--- src/rtl/instruction_fetch_queue_pkg.sv ---
// Shared definitions for the instruction fetch queue.
// Widths, the default reset PC, fetch FSM encodings and the queue entry layout
// used by the top level and its FIFO.
package instruction_fetch_queue_pkg;

  localparam int unsigned ADDR_W  = 32;
  localparam int unsigned INSTR_W = 32;
  localparam int unsigned ENTRY_W = INSTR_W + ADDR_W;

  localparam logic [ADDR_W-1:0] DEFAULT_RESET_PC = 32'h0040_0000;

  typedef enum logic {
    FETCH = 1'b0,
    FLUSH = 1'b1
  } fetch_state_t;

  typedef struct packed {
    logic [INSTR_W-1:0] instr;
    logic [ADDR_W-1:0]  pc_plus_4;
  } ifq_entry_t;

  // Fetch addresses are always word aligned.
  function automatic logic [ADDR_W-1:0] word_align(input logic [ADDR_W-1:0] a);
    return {a[ADDR_W-1:2], 2'b00};
  endfunction

endpackage

--- src/rtl/instruction_fetch_queue_if.sv ---
// Bundle of the fetch queue's memory handshake, redirect and decode-side signals.
// Signals:
//   mem_req_o / mem_addr_o      fetch request and word-aligned byte address
//   mem_ack_i / mem_rdata_i     memory accept, read data valid in the same cycle
//   redirect_i / redirect_pc_i  one-cycle redirect pulse and its target
//   stall_i                     decode cannot accept the head entry
//   instr_valid_o / instr_o / pc_plus_4_o   head entry presented to decode
// Modports: master = the fetch queue, slave = memory + decode side.
interface instruction_fetch_queue_if;
  import instruction_fetch_queue_pkg::*;

  logic               mem_req_o;
  logic [ADDR_W-1:0]  mem_addr_o;
  logic               mem_ack_i;
  logic [INSTR_W-1:0] mem_rdata_i;
  logic               redirect_i;
  logic [ADDR_W-1:0]  redirect_pc_i;
  logic               stall_i;
  logic               instr_valid_o;
  logic [INSTR_W-1:0] instr_o;
  logic [ADDR_W-1:0]  pc_plus_4_o;

  modport master (
    output mem_req_o, mem_addr_o, instr_valid_o, instr_o, pc_plus_4_o,
    input  mem_ack_i, mem_rdata_i, redirect_i, redirect_pc_i, stall_i
  );

  modport slave (
    input  mem_req_o, mem_addr_o, instr_valid_o, instr_o, pc_plus_4_o,
    output mem_ack_i, mem_rdata_i, redirect_i, redirect_pc_i, stall_i
  );

endinterface

--- src/rtl/instruction_fetch_queue_fifo.sv ---
// Synchronous FIFO holding fetched {instruction, PC+4} entries.
// Ports:
//   clk, reset   rising-edge clock, asynchronous active-high reset
//   push, pop    enqueue push_data / dequeue head (pop ignored when empty)
//   flush        empties the queue; takes priority over push and pop
//   push_data    entry written on push
//   head_data    oldest entry, read combinationally from storage
//   count        number of entries held (0..DEPTH)
module instruction_fetch_queue_fifo #(
  parameter int unsigned DATA_WIDTH = 64,
  parameter int unsigned DEPTH      = 4
) (
  input  logic                    clk,
  input  logic                    reset,
  input  logic                    push,
  input  logic                    pop,
  input  logic                    flush,
  input  logic [DATA_WIDTH-1:0]   push_data,
  output logic [DATA_WIDTH-1:0]   head_data,
  output logic [$clog2(DEPTH):0]  count
);

  localparam int unsigned PTR_W = $clog2(DEPTH);
  localparam logic [PTR_W:0] FULL_CNT = (PTR_W+1)'(DEPTH);

  logic [DATA_WIDTH-1:0] storage [DEPTH];
  logic [PTR_W-1:0]      wr_ptr;
  logic [PTR_W-1:0]      rd_ptr;
  logic                  do_push;
  logic                  do_pop;

  assign do_pop    = pop && (count != '0);
  // A full queue can still accept a push when the head leaves in the same cycle.
  assign do_push   = push && ((count != FULL_CNT) || do_pop);
  assign head_data = storage[rd_ptr];

  always_ff @(posedge clk) begin
    if (do_push && !flush) begin
      storage[wr_ptr] <= push_data;
    end
  end

  always_ff @(posedge clk or posedge reset) begin
    if (reset) begin
      wr_ptr <= '0;
      rd_ptr <= '0;
      count  <= '0;
    end else if (flush) begin
      wr_ptr <= '0;
      rd_ptr <= '0;
      count  <= '0;
    end else begin
      if (do_push) wr_ptr <= wr_ptr + 1'b1;
      if (do_pop)  rd_ptr <= rd_ptr + 1'b1;
      case ({do_push, do_pop})
        2'b10:   count <= count + 1'b1;
        2'b01:   count <= count - 1'b1;
        default: ;
      endcase
    end
  end

endmodule

--- src/rtl/instruction_fetch_queue.sv ---
// Instruction fetch front-end ahead of the IF/ID register.
// Issues one word fetch at a time over a req/ack handshake, queues returned words
// with their PC+4 and presents the head to decode. A redirect flushes the queue and
// restarts fetching at the new (word-aligned) PC; a request already on the bus at
// redirect time is completed in FLUSH and its data thrown away.
// Ports:
//   clk, reset   rising-edge clock, asynchronous active-high reset
//   ifq          instruction_fetch_queue_if.master (memory, redirect, decode signals)
//   stall_cycles_o[31:0], flush_count_o[15:0]  saturating performance counters,
//                present only when IFQ_PERF_COUNTERS_EN is defined
// Parameters: QUEUE_DEPTH (power of 2, >= 2), RESET_PC (first fetch address).
module instruction_fetch_queue
  import instruction_fetch_queue_pkg::*;
#(
  parameter int unsigned       QUEUE_DEPTH = 4,
  parameter logic [ADDR_W-1:0] RESET_PC    = DEFAULT_RESET_PC
) (
  input  logic                       clk,
  input  logic                       reset,
  instruction_fetch_queue_if.master  ifq
`ifdef IFQ_PERF_COUNTERS_EN
  ,
  output logic [31:0]                stall_cycles_o,
  output logic [15:0]                flush_count_o
`endif
);

  localparam int unsigned CNT_W = $clog2(QUEUE_DEPTH) + 1;
  localparam logic [CNT_W-1:0] FULL_CNT = CNT_W'(QUEUE_DEPTH);

  fetch_state_t        state;
  logic                req_q;
  logic [ADDR_W-1:0]   addr_q;      // current request address == fetch PC
  logic [ADDR_W-1:0]   saved_pc;    // redirect target waiting out a FLUSH
  logic [ADDR_W-1:0]   target_pc;
  logic [INSTR_W-1:0]  hold_instr;
  logic [ADDR_W-1:0]   hold_pc4;
  logic                ack;
  logic                push;
  logic                pop;
  logic                valid;
  logic [CNT_W-1:0]    count;
  logic [CNT_W-1:0]    count_next;
  ifq_entry_t          push_entry;
  ifq_entry_t          head_entry;

  assign target_pc  = word_align(ifq.redirect_pc_i);
  assign ack        = req_q & ifq.mem_ack_i;
  assign valid      = (count != '0);
  assign pop        = valid & ~ifq.stall_i;
  // Data returned during FLUSH or alongside a redirect belongs to the old path.
  assign push       = ack & (state == FETCH) & ~ifq.redirect_i;
  assign count_next = count + CNT_W'(push) - CNT_W'(pop);

  assign push_entry.instr     = ifq.mem_rdata_i;
  assign push_entry.pc_plus_4 = addr_q + 32'd4;

  instruction_fetch_queue_fifo #(
    .DATA_WIDTH (ENTRY_W),
    .DEPTH      (QUEUE_DEPTH)
  ) u_fifo (
    .clk        (clk),
    .reset      (reset),
    .push       (push),
    .pop        (pop),
    .flush      (ifq.redirect_i),
    .push_data  (push_entry),
    .head_data  (head_entry),
    .count      (count)
  );

  always_ff @(posedge clk or posedge reset) begin
    if (reset) begin
      state    <= FETCH;
      req_q    <= 1'b0;
      addr_q   <= RESET_PC;
      saved_pc <= RESET_PC;
    end else begin
      case (state)
        FETCH: begin
          if (ifq.redirect_i) begin
            if (req_q && !ifq.mem_ack_i) begin
              // Request is on the bus and cannot be withdrawn: wait for its ack.
              state    <= FLUSH;
              saved_pc <= target_pc;
            end else begin
              addr_q <= target_pc;
              req_q  <= 1'b1;
            end
          end else if (ack) begin
            addr_q <= addr_q + 32'd4;
            req_q  <= (count_next < FULL_CNT);
          end else if (!req_q) begin
            req_q <= (count_next < FULL_CNT);
          end
        end
        FLUSH: begin
          if (ifq.redirect_i) saved_pc <= target_pc;
          // req_q stays high for the whole FLUSH, so mem_ack_i alone marks completion.
          if (ifq.mem_ack_i) begin
            state  <= FETCH;
            addr_q <= ifq.redirect_i ? target_pc : saved_pc;
            req_q  <= 1'b1;
          end
        end
        default: state <= FETCH;
      endcase
    end
  end

  // Remember the last head so decode sees stable values while the queue is empty.
  always_ff @(posedge clk or posedge reset) begin
    if (reset) begin
      hold_instr <= '0;
      hold_pc4   <= '0;
    end else if (valid) begin
      hold_instr <= head_entry.instr;
      hold_pc4   <= head_entry.pc_plus_4;
    end
  end

  assign ifq.mem_req_o     = req_q;
  assign ifq.mem_addr_o    = addr_q;
  assign ifq.instr_valid_o = valid;
  assign ifq.instr_o       = valid ? head_entry.instr     : hold_instr;
  assign ifq.pc_plus_4_o   = valid ? head_entry.pc_plus_4 : hold_pc4;

`ifdef IFQ_PERF_COUNTERS_EN
  function automatic logic [31:0] sat_inc32(input logic [31:0] v);
    return (v == '1) ? v : v + 32'd1;
  endfunction

  function automatic logic [15:0] sat_inc16(input logic [15:0] v);
    return (v == '1) ? v : v + 16'd1;
  endfunction

  logic starved;
  assign starved = (~req_q & (count == FULL_CNT)) | (~valid & ~ifq.stall_i);

  always_ff @(posedge clk or posedge reset) begin
    if (reset) begin
      stall_cycles_o <= '0;
      flush_count_o  <= '0;
    end else begin
      if (starved)        stall_cycles_o <= sat_inc32(stall_cycles_o);
      if (ifq.redirect_i) flush_count_o  <= sat_inc16(flush_count_o);
    end
  end
`endif

endmodule
--- src/flat_wrapper.sv ---
// flat-port wrapper written by rule: the top's interface ports become plain ports
module instruction_fetch_queue_flat import instruction_fetch_queue_pkg::*;
#(
  parameter int unsigned       QUEUE_DEPTH = 4,
  parameter logic [ADDR_W-1:0] RESET_PC    = DEFAULT_RESET_PC
)
  (clk, reset, ifq_mem_req_o, ifq_mem_addr_o, ifq_instr_valid_o, ifq_instr_o, ifq_pc_plus_4_o, ifq_mem_ack_i, ifq_mem_rdata_i, ifq_redirect_i, ifq_redirect_pc_i, ifq_stall_i);
  instruction_fetch_queue_if ifq_i ();
  input  logic clk;
  input  logic reset;
  output wire logic [$bits(ifq_i.mem_req_o)-1:0] ifq_mem_req_o;
  output wire logic [$bits(ifq_i.mem_addr_o)-1:0] ifq_mem_addr_o;
  output wire logic [$bits(ifq_i.instr_valid_o)-1:0] ifq_instr_valid_o;
  output wire logic [$bits(ifq_i.instr_o)-1:0] ifq_instr_o;
  output wire logic [$bits(ifq_i.pc_plus_4_o)-1:0] ifq_pc_plus_4_o;
  input wire logic [$bits(ifq_i.mem_ack_i)-1:0] ifq_mem_ack_i;
  input wire logic [$bits(ifq_i.mem_rdata_i)-1:0] ifq_mem_rdata_i;
  input wire logic [$bits(ifq_i.redirect_i)-1:0] ifq_redirect_i;
  input wire logic [$bits(ifq_i.redirect_pc_i)-1:0] ifq_redirect_pc_i;
  input wire logic [$bits(ifq_i.stall_i)-1:0] ifq_stall_i;
  assign ifq_mem_req_o = ifq_i.mem_req_o;
  assign ifq_mem_addr_o = ifq_i.mem_addr_o;
  assign ifq_instr_valid_o = ifq_i.instr_valid_o;
  assign ifq_instr_o = ifq_i.instr_o;
  assign ifq_pc_plus_4_o = ifq_i.pc_plus_4_o;
  assign ifq_i.mem_ack_i = ifq_mem_ack_i;
  assign ifq_i.mem_rdata_i = ifq_mem_rdata_i;
  assign ifq_i.redirect_i = ifq_redirect_i;
  assign ifq_i.redirect_pc_i = ifq_redirect_pc_i;
  assign ifq_i.stall_i = ifq_stall_i;
  instruction_fetch_queue #(.QUEUE_DEPTH(QUEUE_DEPTH), .RESET_PC(RESET_PC)) u_core (.clk(clk), .reset(reset), .ifq(ifq_i));
endmodule
--- config.mk ---
export PLATFORM = sky130hd
export DESIGN_NAME = instruction_fetch_queue_flat
export DESIGN_NICKNAME = d
export VERILOG_FILES = /design/src/rtl/instruction_fetch_queue_pkg.sv /design/src/rtl/instruction_fetch_queue_if.sv /design/src/rtl/instruction_fetch_queue_fifo.sv /design/src/rtl/instruction_fetch_queue.sv /design/src/flat_wrapper.sv
export SDC_FILE = /design/constraint.sdc
export NUM_CORES = 1
export LEC_CHECK = 0
export CORE_MARGIN = 2
export CORE_UTILIZATION = 50
export CTS_CLUSTER_SIZE = 10
export DETAILED_ROUTE_END_ITERATION = 8
export PLACE_DENSITY = 0.76
export SYNTH_ARGS = -nofsm -noshare
export SYNTH_HDL_FRONTEND = slang
export SYNTH_SLANG_ARGS = --single-unit
--- constraint.sdc ---
create_clock -name clk -period 5.25 [get_ports clk]
set_clock_uncertainty 0.15 [all_clocks]
set_input_delay 0.7875 -clock clk [delete_from_list [all_inputs] [get_ports clk]]
set_output_delay 0.7875 -clock clk [all_outputs]
set_load 0.005 [all_outputs]
Word-level counts from Yosys, hierarchy flattened. Memories as Yosys holds them, arrays and structs flattened. Cells that the tools add are included.

Input bits: 69. Memories: 1. Output and inout port bits: 98. Bits in registers: 137. Word-level logic and storage cells: 76. RAM bits: 256.

Equal/unequal tests: 8. Magnitude comparators: 1. Bitwise gates (word level): 7. Reductions and logical operators: 14. Multiplexer cells: 29. Add/subtract/negate cells: 7.

Memories: u_core.u_fifo.storage (depth 4, bits a word 64, rd ports 1, clocked after memory_dff 0, wr ports 1, line instruction_fetch_queue_fifo.sv:26) `logic [DATA_WIDTH-1:0] storage [DEPTH];`.

Operators by type and width (number): $mux W32 (9); $pmux W32 S2 (2); $add A32 B3 Y32 const B (1); $mux W1 (10); $mux W2 (4); $ne A2 B2 Y1 const B (3); $ne A3 B3 Y1 const B (2); $pmux W3 S2 (1); $reduce_bool A3 Y1 (2); $add A2 B1 Y2 const B (2); $and A1 B1 Y1 (4); $logic_and A1 B1 Y1 (4); $pmux W1 S2 (2); $reduce_and A2 Y1 (2); $reduce_bool A2 Y1 (2); $add A3 B1 Y3 (1); $add A3 B1 Y3 const B (1); $lt A3 B3 Y1 const B (1); $mux W3 (1); $ne A3 B2 Y1 const B (1); $not A1 Y1 (3); $reduce_and A3 Y1 (1); $sub A3 B1 Y3 (1); $sub A3 B1 Y3 const B (1); other kinds (4) (5).

Longest topological paths before layout.
Depth in word-level cells: 10. Mapped depth: 11. Gate-level depth less buffers: 11.

Hierarchy. Synthesis repeated with hierarchy kept, for this count alone.

Cell total of the unflattened synthesis: 972. Area total of the unflattened synthesis: 16169.3 um^2.

By module, submodules not included: instruction_fetch_queue_fifo (times used 1, area an instance 9789.4 um^2, sequential area each 7862.5 um^2, cells an instance 397); instruction_fetch_queue (times used 1, area an instance 6379.9 um^2, sequential area each 3255.6 um^2, cells an instance 575).

Worst setup path after synthesis. Ideal clock, no wire load.

Path kind: input -> register. Start: input ifq_redirect_i. End: memory u_core.u_fifo.storage[0][0], enable pin. Arrival time: 2692 ps. Required time: 4671 ps. Stages: 2. Buffers on the path: 0. Library setup time: 429 ps. Path slack: 1979 ps. Cell sequence: and4bb_2 -> and3_1.

Cells in the longest elaborated chain, start to end: 6. Elaborated cells on any way between the ends: 7. Classes of those cells: mux (2); bitwise (2); reduce/logical (3).

Ends and longest elaborated chain: start, declared (line flat_wrapper.sv:18) `input wire logic [$bits(ifq_i.redirect_i)-1:0] ifq_redirect_i;`; $not A1 Y1 (line instruction_fetch_queue.sv:52) `assign push = ack & (state == FETCH) & ~ifq.redirect_i;`; $and A1 B1 Y1 (line instruction_fetch_queue.sv:52); $logic_and A1 B1 Y1 (line instruction_fetch_queue_fifo.sv:34) `assign do_push = push && ((count != FULL_CNT) || do_pop);`; $logic_and A1 B1 Y1 (*) (line instruction_fetch_queue_fifo.sv:38) `if (do_push && !flush) begin`; $mux W1 (*) (line instruction_fetch_queue_fifo.sv:38); $mux W1 (not written as such) (*) (line instruction_fetch_queue_fifo.sv:39) `storage[wr_ptr] <= push_data;`; end, declared (line instruction_fetch_queue_fifo.sv:26).

Every way passes the cells marked *; elsewhere a longest branch is shown, timed or not.

Worst setup path after layout.
Start: register u_core.u_fifo.rd_ptr[0]. End: output ifq_pc_plus_4_o[14].

Cells in the longest elaborated chain, start to end: 2.

Ends and longest elaborated chain: start, declared (line instruction_fetch_queue_fifo.sv:28) `logic [PTR_W-1:0] rd_ptr;`; start signal, assigned (line instruction_fetch_queue_fifo.sv:54) `if (do_pop) rd_ptr <= rd_ptr + 1'b1;`; $mem_v2 Z4 W64; $mux W32 (line instruction_fetch_queue.sv:126) `assign ifq.pc_plus_4_o = valid ? head_entry.pc_plus_4 : hold_pc4;`; end, declared (line flat_wrapper.sv:15) `output wire logic [$bits(ifq_i.pc_plus_4_o)-1:0] ifq_pc_plus_4_o;`.

No other way between the ends.

==> metrics.md <==
| Metric | Value |
|---|---|
| Final-stage net count | 1190 |
| Drt pass-1 iters | 6 |
| Critical Path RT | 4.31 ns |
| Clk root buf | clkbuf_16 |
| Outcome | completed |
| Routed WL | 33900 um |
| Core area | 0.0317 mm^2 |
| Critical path's largest stage delay | 0.86 ns |
| Gpl congestion | 0.835 |
| Slew Viols, Final | 0 |
| Detailed-route DRC error count | 0 |
| Clock latency on the worst-skew pair | 0.54 ns |
| Detail-routed net length per standard cell | 21.9 um |
| Multi-input gate area | 0.00476 mm^2 |
| Critical Path End Type | primary output |
| Post-CTS setup buffer count | 0 |
| Fmax | 246 MHz |
| Pwr Density | 540 mW/mm^2 |
| Starting DRC count in detailed routing | 752 |
| Vias | 9102 |
| Hold Fails Final Rpt | 0 |
| Total length of routed met2 wires | 16300 um |
| Sequential fraction of the synthesis area | 68.7% |
| First-pass GRT wire length | 53300 um |
| Peak supply drop | 0.000283 V |
| CTS Buffer Depth | 3 |
| RSZ-0062 raised after global routing | no |
| Worst-Margin Slew | 1.24 ns |
| Largest net degree at the start of global routing | 89 |
| Seq. cell area | 0.0111 mm^2 |
| Die area | 0.0338 mm^2 |
| PostCTS Resize Cnt | 0 |
| # fillers | 2308 |
| Cell Area, Synth | 0.0162 mm^2 |
| Worst hold margin | 0.338 ns |
| Syn nets | 1026 |
| Max_cap viols | 0 |
| Dpl cell area | 0.0182 mm^2 |
| Top_reg_cell synth | edfxtp_1 |
| Die height | 184 um |
| Crit share post-route | 77.5% |
| HP Class | reg2reg |
| Worst Path Max Fanout | 30 |
| Startpoint types | flip-flop |
| H-tree depth | 2 |
| Initial Util | 51.0% |
| Initial antenna violation count | 0 |
| # IOs | 167 |
| Synth async-reset ratio | 34.9% |
| Via-per-instance ratio | 5.88 |
| Setup TNS | 0 ns |
| Synth unique cells | 68 |
| Post-Synthesis Cells | 949 |
| Rel. slew slack | 17.0% |
| Area contributors post-synth | edfxtp_1 48%, dfrtp_1 21%, mux4_2 8.9% |
| Minimum clock period | 4.07 ns |
| Most area-hungry cell type in the Yosys netlist | edfxtp_1 |
| Overall Global Routing Usage | 20.5% |
| Critical path type | reg2out |
| Clock-pin slew on the worst setup and hold paths | 0.06 ns |
| Ratio of cells with drive above 1 in the final layout | 21.5% |
| ANT nets after route | 0 |
| CTS sink cnt | 393 |
| Inserted Clock Buffers | 46 |
| # diodes | 0 |
| Highest routed metal layer | met4 |
| Commonest cells post-synth | 256 x edfxtp_1, 135 x dfrtp_1, 95 x mux2_2 |
| CTS tree | yes |
| EDFF count, synth | 256 |
| Synth Register Bits | 393 |
| Dpl hpwl | 19500 um |
| CP Cell Sequence | buf_4, mux4_2, mux2_2, clkdlybuf4s50_1 |
| Row cnt | 65 |
| Synth-to-layout area growth | 20.7% |
| Final setup fails | 0 |
| Vias in the first global route | 9375 |
| Crit-path slowest cell | dfrtp_4 |
| CP Data Arrival Time | 3.13 ns |
| Avg Cell Area, Syn | 17.1 um^2 |
| DR WL met3 | 2450 um |
| GR Overflow Total | 0 |
| Yosys top cell area share | 47.5% |
| Port Buffers | 164 |
| # hold bufs at CTS | 0 |
| Count leader, synth | edfxtp_1 |
| Design area | 0.0195 mm^2 |
| LEAKAGE | 0.00679 uW |
| Die Width | 184 um |
| Met1 wire length | 14500 um |
| Yosys Warn Count | 0 |
[final timing paths]
path | endpoint | startpoint | cells after the start | slack, ns
min in group asynchronous | u_core.hold_instr[7]$_DFF_PP0_ | reset | 2 | 0.71
min reg2reg | u_core.saved_pc[0]$_DFFE_PP0P_ | u_core.saved_pc[0]$_DFFE_PP0P_ | 1 | 0.34
max | ifq_pc_plus_4_o[14] | u_core.u_fifo.rd_ptr[0]$_DFFE_PP0P_ | 4 | 1.18
max reg2reg | u_core.ifq.mem_req_o$_DFFE_PP0P_ | u_core.u_fifo.count[1]$_DFFE_PP0P_ | 11 | 2.08
min | u_core.saved_pc[0]$_DFFE_PP0P_ | u_core.saved_pc[0]$_DFFE_PP0P_ | 1 | 0.34
max in group asynchronous | u_core.ifq.mem_addr_o[8]$_DFFE_PP0P_ | reset | 3 | 3.28
[kinds of logic (layout without fill, tap and decap cells)]
group / after synthesis / count (layout) / synth area share, %
AO/OA/AOI/OAI: 101 / 101 / 4.62
XOR/XNOR: 31 / 31 / 1.68
adder cells (fa/ha/maj): 8 / 8 / 0.665
buffers and inverters: 76 / 274 / 2.04
flip-flops: 393 / 393 / 68.7
multiplexers: 172 / 172 / 16.3
AND/OR/NAND/NOR: 168 / 168 / 5.96
[registers in the layout (all words and copies together), names as in the netlist]
name                   flops
u_core.u_fifo.storage    256
u_core.hold_instr         32
u_core.hold_pc4           32
u_core.ifq.mem_addr_o     32
u_core.saved_pc           32
u_core.u_fifo.count        3
u_core.u_fifo.rd_ptr       2
u_core.u_fifo.wr_ptr       2
u_core.ifq.mem_req_o       1
u_core.state               1
[critical path: cells and delay by family, from the launching register on]
family	cells	cell delay, ns
flip-flops	1	0.86
buffers and inverters	2	0.91
multiplexers	2	0.81
[through the flow]
stage               setup WS, ns  std cells  util [%]  total power [uW]
floorplan                  0.648        949         -              6110
global route               0.967       1549      61.6             11100
finish                      1.18       1549      61.6             10600
CTS                         1.06       1549      61.6             10700
detailed placement          1.61       1467      57.4              7800
global placement            1.63       1467      57.4              7710
[per-layer routing]
layer	up-vias	GRT usage (%)
li1	4069	-
met1	4669	28.3
met2	306	33.1
met3	58	4.66
met4	0	5.31
met5	-	0
[cell usage in the layout, fill, tap and decap left out, types with 3 or more instances in the layout]
cell	instances
nand2_1	34
buf_4	10
o2bb2ai_1	7
and3_4	4
a21oi_1	12
o21ai_0	20
xnor2_1	18
nor2_1	28
o311ai_0	4
mux4_2	64
ha_1	7
nand4_1	13
or4_1	7
a222oi_1	8
dfrtp_1	133
mux2i_1	13
o22ai_1	3
nor4_1	10
clkbuf_1	29
inv_1	15
o211ai_1	13
nor3_1	12
mux2_2	95
nor2b_1	8
clkbuf_8	3
and3_1	6
nand3_1	17
or3_1	4
clkdlybuf4s50_1	163
edfxtp_1	256
a22o_1	14
and2_1	3
and4_1	3
xor2_1	13
clkbuf_16	47
[layout make-up]
type / count / share of cell area (%)
Timing Repair Buffer: 175 / 8.86
Clock inverter: 3 / 0.0897
Multi-Input combinational cell: 480 / 24.4
Sequential cell: 393 / 57.0
Tap cell: 402 / 2.57
Clock buffer: 79 / 6.79
Inverter: 17 / 0.359
[report_power, final]
group / internal [uW] / switching, uW / leakage, uW
Clock: 1700 / 1150 / 0.000645
Combinational: 1910 / 1390 / 0.00219
Sequential: 4000 / 419 / 0.00395
Power figures use the tool's default switching activity.
